==> src/rtl/sram_axi_lite_arbiter.sv <==
// -----------------------------------------------------------------------------
// sram_axi_lite_arbiter
//
// Round-robin arbiter that lets N simple request/response clients share one
// AXI-Lite SRAM slave port. Each accepted request becomes exactly one
// AXI-Lite transaction. Only one transaction is in flight at a time, and its
// completion pulse goes back to the client that issued it.
//
// Ports
//   ACLK, ARESETn        clock, synchronous active-low reset
//   req_valid[N]         per-client request valid
//   req_write[N]         per-client 1=write, 0=read
//   req_addr[N*AW]       packed addresses, client i at [i*AW +: AW]
//   req_wdata[N*32]      packed write data, client i at [i*32 +: 32]
//   req_ready[N]         one-hot accept, driven in the IDLE acceptance cycle
//   rsp_valid[N]         one-hot single-cycle completion pulse
//   rsp_rdata, rsp_resp  read data / BRESP-RRESP, held until the next completion
//   M_AW*, M_W*, M_B*,
//   M_AR*, M_R*          AXI-Lite master port (no WSTRB, full-word writes)
// -----------------------------------------------------------------------------
module sram_axi_lite_arbiter #(
    parameter int N  = 2,
    parameter int AW = 32
) (
    input  logic            ACLK,
    input  logic            ARESETn,

    input  logic [N-1:0]    req_valid,
    input  logic [N-1:0]    req_write,
    input  logic [N*AW-1:0] req_addr,
    input  logic [N*32-1:0] req_wdata,
    output logic [N-1:0]    req_ready,
    output logic [N-1:0]    rsp_valid,
    output logic [31:0]     rsp_rdata,
    output logic [1:0]      rsp_resp,

    output logic [AW-1:0]   M_AWADDR,
    output logic            M_AWVALID,
    input  logic            M_AWREADY,
    output logic [31:0]     M_WDATA,
    output logic            M_WVALID,
    input  logic            M_WREADY,
    input  logic [1:0]      M_BRESP,
    input  logic            M_BVALID,
    output logic            M_BREADY,
    output logic [AW-1:0]   M_ARADDR,
    output logic            M_ARVALID,
    input  logic            M_ARREADY,
    input  logic [31:0]     M_RDATA,
    input  logic [1:0]      M_RRESP,
    input  logic            M_RVALID,
    output logic            M_RREADY
);

    localparam int IDW = $clog2(N);

    typedef enum logic [2:0] {
        IDLE,
        WR_REQ,
        WR_RESP,
        RD_REQ,
        RD_RESP,
        DONE
    } state_t;

    state_t           state_q, state_d;
    logic [IDW-1:0]   rr_ptr_q, rr_ptr_d;
    logic [IDW-1:0]   grant_q, grant_d;
    logic [AW-1:0]    addr_q, addr_d;
    logic [31:0]      wdata_q, wdata_d;
    logic             aw_done_q, aw_done_d;
    logic             w_done_q, w_done_d;
    logic [31:0]      rdata_q, rdata_d;
    logic [1:0]       resp_q, resp_d;

    logic             win_found;
    logic [IDW-1:0]   win_idx;

    // First pending requester at or after rr_ptr, wrapping modulo N.
    always_comb begin
        win_found = 1'b0;
        win_idx   = '0;
        for (int k = 0; k < N; k++) begin
            if (!win_found && req_valid[(int'(rr_ptr_q) + k) % N]) begin
                win_found = 1'b1;
                win_idx   = IDW'((int'(rr_ptr_q) + k) % N);
            end
        end
    end

    // Next-state and output decode. The read/write choice is carried by the
    // state itself, so no separate write flag is kept.
    always_comb begin
        state_d   = state_q;
        rr_ptr_d  = rr_ptr_q;
        grant_d   = grant_q;
        addr_d    = addr_q;
        wdata_d   = wdata_q;
        aw_done_d = aw_done_q;
        w_done_d  = w_done_q;
        rdata_d   = rdata_q;
        resp_d    = resp_q;

        req_ready = '0;
        rsp_valid = '0;
        M_AWVALID = 1'b0;
        M_WVALID  = 1'b0;
        M_BREADY  = 1'b0;
        M_ARVALID = 1'b0;
        M_RREADY  = 1'b0;

        case (state_q)
            IDLE: begin
                if (win_found) begin
                    req_ready[win_idx] = 1'b1;
                    grant_d   = win_idx;
                    addr_d    = req_addr[int'(win_idx)*AW +: AW];
                    wdata_d   = req_wdata[int'(win_idx)*32 +: 32];
                    aw_done_d = 1'b0;
                    w_done_d  = 1'b0;
                    state_d   = req_write[win_idx] ? WR_REQ : RD_REQ;
                end
            end

            // AW and W launch together; each drops on its own handshake and
            // the handshake cycle already counts as done.
            WR_REQ: begin
                M_AWVALID = !aw_done_q;
                M_WVALID  = !w_done_q;
                if (M_AWREADY && !aw_done_q) begin
                    aw_done_d = 1'b1;
                end
                if (M_WREADY && !w_done_q) begin
                    w_done_d = 1'b1;
                end
                if ((aw_done_q || M_AWREADY) && (w_done_q || M_WREADY)) begin
                    state_d = WR_RESP;
                end
            end

            WR_RESP: begin
                M_BREADY = 1'b1;
                if (M_BVALID) begin
                    resp_d  = M_BRESP;
                    rdata_d = '0;
                    state_d = DONE;
                end
            end

            RD_REQ: begin
                M_ARVALID = 1'b1;
                if (M_ARREADY) begin
                    state_d = RD_RESP;
                end
            end

            RD_RESP: begin
                M_RREADY = 1'b1;
                if (M_RVALID) begin
                    rdata_d = M_RDATA;
                    resp_d  = M_RRESP;
                    state_d = DONE;
                end
            end

            // The pointer moves past the client just served, so it drops to
            // the back of the round-robin order.
            DONE: begin
                rsp_valid[grant_q] = 1'b1;
                rr_ptr_d = (grant_q == IDW'(N - 1)) ? '0 : grant_q + IDW'(1);
                state_d  = IDLE;
            end

            default: begin
                state_d = IDLE;
            end
        endcase
    end

    always_ff @(posedge ACLK) begin
        if (!ARESETn) begin
            state_q   <= IDLE;
            rr_ptr_q  <= '0;
            grant_q   <= '0;
            addr_q    <= '0;
            wdata_q   <= '0;
            aw_done_q <= 1'b0;
            w_done_q  <= 1'b0;
            rdata_q   <= '0;
            resp_q    <= '0;
        end else begin
            state_q   <= state_d;
            rr_ptr_q  <= rr_ptr_d;
            grant_q   <= grant_d;
            addr_q    <= addr_d;
            wdata_q   <= wdata_d;
            aw_done_q <= aw_done_d;
            w_done_q  <= w_done_d;
            rdata_q   <= rdata_d;
            resp_q    <= resp_d;
        end
    end

    assign M_AWADDR  = addr_q;
    assign M_ARADDR  = addr_q;
    assign M_WDATA   = wdata_q;
    assign rsp_rdata = rdata_q;
    assign rsp_resp  = resp_q;

endmodule
==> config.mk <==
export PLATFORM = sky130hd
export DESIGN_NAME = sram_axi_lite_arbiter
export DESIGN_NICKNAME = d
export VERILOG_FILES = /design/src/rtl/sram_axi_lite_arbiter.sv
export SDC_FILE = /design/constraint.sdc
export NUM_CORES = 1
export LEC_CHECK = 0
export BUFFER_PORTS_ARGS = -buffer_cell sky130_fd_sc_hd__buf_2
export CORE_AREA = 2 2 122 124
export CTS_CLUSTER_DIAMETER = 200
export DETAILED_ROUTE_END_ITERATION = 12
export DIE_AREA = 0 0 124 126
export PLACE_DENSITY = 0.65
export SYNTH_ARGS = -nofsm -noshare
export SYNTH_HDL_FRONTEND = slang
export SYNTH_SLANG_ARGS = --single-unit
==> constraint.sdc <==
create_clock -name ACLK -period 1.9 [get_ports ACLK]
set_clock_uncertainty 0.05 [all_clocks]
set_input_delay 0.19 -clock ACLK [delete_from_list [all_inputs] [get_ports ACLK]]
set_output_delay 0.19 -clock ACLK [all_outputs]
set_load 0.01 [all_outputs]
==> reports/results.ini, run 1 <==
[status]
outcome=finished clean

[worst_hold_path]
hp-class=in2reg
holdPathStages=3

[final_layout]
regArea_um2=2100
nets=916
final_common_cell=buf_2
fillers=1441
area_growth_pct=39.5
drive_above_1_share_pct=50.6
multi_input_area_um2=2050
diodes=0
final_cell_mix=buf_2 (313), nor2_1 (107), dfxtp_1 (103), mux2i_1 (42), a22oi_1 (34)

[sta]
final.min_clock_period_ps=1820
rsz0062_at_grt=false
relSlewSlack_pct=64.5
totalNegativeSetupSlack_ps=0
period_share_pct=95.9
maxSlewViolCount=0
hold_violations=0
setup_viol=0
fmax_ghz=0.549
worstMarginPinSlew_ps=532

[die]
fp.dieW_um=124
fp.dieH_um=126
fp-row-count=44
die_area_um2=15600
core_area_um2=14300
start_util_pct=32.4
io_pins=314

[pwr]
p_comb_share_pct=43.3
ir_drop_uv=575
cellLeakagePower_nw=3.33
p_switching_w=0.00330
power-per-cell-area_nw_per_um2=1360
power_frac_seq_pct=35.7
p_int_w=0.00550
p_sw_share_pct=37.5
clock_power_share_pct=21.0
finalPower_w=0.00880

[yosys]
yosysWarnings=0
synth_compound_area_share_pct=22.7
synth_top_family_by_area=compound AO/OA/AOI/OAI gates
ys_ff_latch=105
synthMuxAreaShare_pct=9.07
syn_nets=649
synth_cell_type_count=39
synth_cells=474
syn_area_um2=4630
synth_seq_area_share_pct=45.4
synth-xor-area-share_pct=0
synthAdderAreaFrac_pct=0
avgSynthCellArea_um2=9.77
yosys.area_share.simple_pct=12.3

[drt]
first_pass_iters=7
wirelength_mm=13.2
drt-vias-per-instance=4.78
vias=4438
antenna_left=0
route.detailed.drc=0
drt_iter0_drc=292
wl_per_cell_um=14.2

[critical_path]
crit_type=reg2out
cp_max_fo=7
crit_required_ps=1660
cp_cell_sequence=or3_4 > a211oi_4 > buf_6 > buf_2
reg2reg_depth=5
crit_slowest_cell=or3_4
worstPathArrival_ps=1580
endpoint_kind=output pin
startpoint_type=register
slowest_delay_ps=420

[clock_network]
cts_tree=done
cts.sinks=105
cts_hold_buf=0
ctsLongestPathBuffers=2
cts.clk_slew.worst_paths_ps=70
clock_latency_ps=340
cts_buffers=9
cts_max_level=3
cts_root_buffer=clkbuf_16

[global_route]
track_usage_pct=16.5
grt_pass1_wl_mm=20.5
grt_max_degree=81
grt_pass1_vias=4257
grt_antenna_before_repair=0
gr-total-overflow=0

[place]
portBuffers=313
dp_hpwl_mm=9.87
gp_congestion=0.781

[run]
cap_violations=0

[cells by family (layout without fill, tap and decap cells)]
group / count (synthesis) / in the layout
compound gates: 118 / 118
mux: 42 / 42
simple gates: 132 / 132
buf+inv: 77 / 348
flops: 105 / 105
[Yosys cell counts, drive strengths merged]
library cell,number,area share [%]
or2,2,0.27
o211a,1,0.22
nand2b,1,0.14
o22ai,1,0.14
nand2,6,0.49
nor4,1,0.14
dfxtp,105,45
or3,1,0.24
a31oi,1,0.14
nor2,108,8.9
a21oi,4,0.43
o31ai,1,0.16
inv,4,0.32
and3b,2,0.38
nor3b,2,0.54
nor2b,1,0.14
a222oi,24,5.2
buf,60,9.0
o21ai,5,0.95
a22oi,34,5.5
clkbuf,13,1.2
nor4b,2,0.38
o211ai,1,0.16
and2,2,0.27
a211oi,41,9.0
and3,1,0.14
o21a,3,0.49
nor3,3,0.32
a211o,2,0.38
mux2i,42,9.1
[layer usage]
| metal | part of all wire (%) | GRT usage, % | up-vias | wire, µm |
|---|---|---|---|---|
| met3 | 8.9 | 4.76 | 20 | 1170 |
| met4 | 2.0 | 6.48 | 0 | 260 |
| met5 | 0 | 0 | - | 0 |
| met2 | 48 | 27.5 | 186 | 6370 |
| li1 | - | - | 2228 | - |
| met1 | 41 | 19.8 | 2004 | 5360 |
[path summary, 6_finish.rpt]
kind                 from      endpoint  slack [ps]
max reg2reg    state_q[1]   M_WDATA[17]         210
max            state_q[1]  req_ready[0]          80
min          req_addr[46]  M_ARADDR[14]          30
min reg2reg   rsp_resp[0]   rsp_resp[0]         400
[critical path: cells and delay by family (launching register included)]
family	cells	cell delay, ps
simple gates	1	420
flops	1	350
compound gates	1	210
buf+inv	2	260
[state kept, by name, indices dropped and copies added, names as in the netlist]
name       flops
rsp_rdata     32
grant_q        1
M_ARADDR      32
rr_ptr_q       1
state_q        3
w_done_q       1
rsp_resp       2
aw_done_q      1
M_WDATA       32
[cell type report]
class	instances	share of cell area (%)
Inverter	4	0.252
Timing Repair Buffer	329	27.3
Tap cell	184	3.56
Sequential cell	105	32.6
Multi-Input combinational cell	292	31.7
Clock inverter	5	0.871
Clock buffer	10	3.70
[per-stage QoR]
step	util [%]	instance area (µm²)	setup slack [ps]	hold WS, ps	std cells
after detailed placement	42.9	6150	164	386	913
after global routing	45.1	6460	24.0	21.5	929
after global placement	42.9	6150	231	380	913
final	45.1	6460	77.4	29.5	929
after floorplan	-	4630	425	257	474
after CTS	45.1	6450	25.0	15.5	929
[timing repair]
| action | 4_1_cts | 5_1_grt |
|---|---|---|
| endpoints found under the setup margin | 2 | 2 |
| gates resized for setup | 2 | 2 |
| buffers inserted | 1 | 0 |
| hold endpoints to repair | 0 | 0 |
[power groups by stage]
stage | logic, W | registers [W] | clock network (W)
after global placement | 0.00377 | 0.00318 | 0
after CTS | 0.00386 | 0.00315 | 0.00192
after detailed placement | 0.00383 | 0.00319 | 0
after floorplan | 0.00247 | 0.00340 | 0
after global routing | 0.00423 | 0.00323 | 0.00201
final | 0.00381 | 0.00315 | 0.00185
No activity file was read; power rests on OpenSTA's default activity.
==> run 2: changes to the inputs <==
--- a/config.mk
+++ b/config.mk
@@ -10,6 +10,7 @@
 export CTS_CLUSTER_DIAMETER = 200
 export DETAILED_ROUTE_END_ITERATION = 12
 export DIE_AREA = 0 0 124 126
+export GPL_TIMING_DRIVEN = 0
 export PLACE_DENSITY = 0.65
 export SYNTH_ARGS = -nofsm -noshare
 export SYNTH_HDL_FRONTEND = slang
==> constraint.sdc (replaced) <==
create_clock -name ACLK -period 1.9 [get_ports ACLK]
set_clock_uncertainty 0.05 [all_clocks]
set_input_delay 0.38 -clock ACLK [delete_from_list [all_inputs] [get_ports ACLK]]
set_output_delay 0.38 -clock ACLK [all_outputs]
set_load 0.01 [all_outputs]
==> reports/results.ini, run 2 (synthesis gave the netlist of run 1 again) <==
[status]
outcome=finished with violations
failed_checks=negative setup slack

[pwr]
ir_drop_uv=603
p_int_w=0.00592
clock_power_share_pct=21.5
finalPower_w=0.00938
p_comb_share_pct=44.9
power-per-cell-area_nw_per_um2=1380
power_frac_seq_pct=33.6
p_sw_share_pct=36.9
p_switching_w=0.00346
cellLeakagePower_nw=3.57

[die]
io_pins=314
core_area_um2=14300
fp.dieW_um=124
fp-row-count=44
start_util_pct=32.4
die_area_um2=15600
fp.dieH_um=126

[drt]
wl_per_cell_um=14.5
drt_iter0_drc=272
drt-vias-per-instance=4.75
route.detailed.drc=0
antenna_left=0
first_pass_iters=7
vias=4692
wirelength_mm=14.3

[place]
dp_hpwl_mm=11.2
portBuffers=312
place_inst=970
gp_congestion=0.807

[clock_network]
cts.sinks=105
cts_hold_buf=0
cts_root_buffer=clkbuf_16
cts_max_level=3
ctsLongestPathBuffers=2
cts.clk_slew.worst_paths_ps=70
clock_latency_ps=340
cts_tree=done
cts_buffers=9

[critical_path]
worstPathArrival_ps=1540
startpoint_type=register
crit_required_ps=1470
cp_max_fo=5
endpoint_kind=output pin
crit_type=reg2out

[sta]
setup_ws_ps=-66.7
relSlewSlack_pct=55.9
hold_violations=0
maxSlewViolCount=0
final.min_clock_period_ps=1970
whs_ps=227
setup_viol=1
period_share_pct=104
worstMarginPinSlew_ps=661
fmax_ghz=0.508
rsz0062_at_grt=true

[final_layout]
final_cell_mix=buf_2 (325), nor2_1 (105), dfxtp_1 (102), buf_4 (45), mux2i_1 (42)
fillers=1439
drive_above_1_share_pct=53.2
diodes=0
area_growth_pct=47.0
final_cells=988
final_common_cell=buf_2
nets=974

[global_route]
grt_antenna_before_repair=0
grt_pass1_vias=4234
grt_max_degree=18
track_usage_pct=17.2
gr-total-overflow=0
grt_pass1_wl_mm=21.3

[run]
cap_violations=0

[worst_hold_path]
hp-class=in2reg

-- run 2: per-stage QoR --
stage                     setup TNS [ps]  instance area [µm²]  utilization (%)  worst slack, ps
after global placement             -3560                 6420             44.9             -186
after CTS                           -148                 6790             47.4             -148
final                              -66.7                 6810             47.6            -66.7
after detailed placement           -3890                 6420             44.9             -212
after global routing                -173                 6810             47.6             -132
after floorplan                        0                 4630                -              267
-- run 2: worst max-delay path, cell delays in order (launching register included) --
cell,delay (ps)
dfxtp_4,360
or3_4,390
a211oi_4,210
buf_6,150
buf_6,90
-- run 2: final cells by class --
type | count | area [µm²] | area share (%)
repair buffers | 315 | 1590 | 23.4
plain buffers | 72 | 479 | 7.04
well taps | 184 | 230 | 3.38
flip-flops and latches | 105 | 2110 | 31.0
clock buffers | 10 | 239 | 3.51
inverters | 4 | 15.0 | 0.221
clock inverters | 6 | 90.1 | 1.32
multi-input cells | 292 | 2060 | 30.2
-- run 2: timing repair --
item | in CTS | in global routing
endpoints found under the hold margin | 0 | 0
resized for setup | 6 | 8
cloned | 0 | 0
pin swaps | 2 | 2
setup endpoints to repair | 3 | 4
buffers inserted | 3 | 0
-- run 2: power groups by stage --
stage / Sequential [W] / Combinational (W) / Clock [W]
floorplan: 0.00340 / 0.00247 / 0
finish: 0.00315 / 0.00421 / 0.00202
global placement: 0.00317 / 0.00412 / 0
CTS: 0.00315 / 0.00423 / 0.00208
detailed placement: 0.00319 / 0.00415 / 0
global route: 0.00322 / 0.00464 / 0.00217
-- run 2: final timing paths --
kind | cells past startpoint | end | from | slack (ps)
hold reg to reg | 2 | rsp_resp[0] | rsp_resp[0] | 400
setup / recovery | 4 | req_ready[0] | state_q[2] | -70
setup reg to reg | 6 | M_WDATA[17] | state_q[2] | 150
hold / removal | 3 | M_ARADDR[25] | req_addr[57] | 230
-- run 2: routing by layer --
| layer | wire (µm) | global-route usage, % | vias up |
|---|---|---|---|
| li1 | - | - | 2339 |
| met1 | 5950 | 21.3 | 2156 |
| met2 | 7010 | 28.9 | 183 |
| met3 | 1170 | 4.76 | 14 |
| met4 | 195 | 5.29 | 0 |
| met5 | 0 | 0 | - |
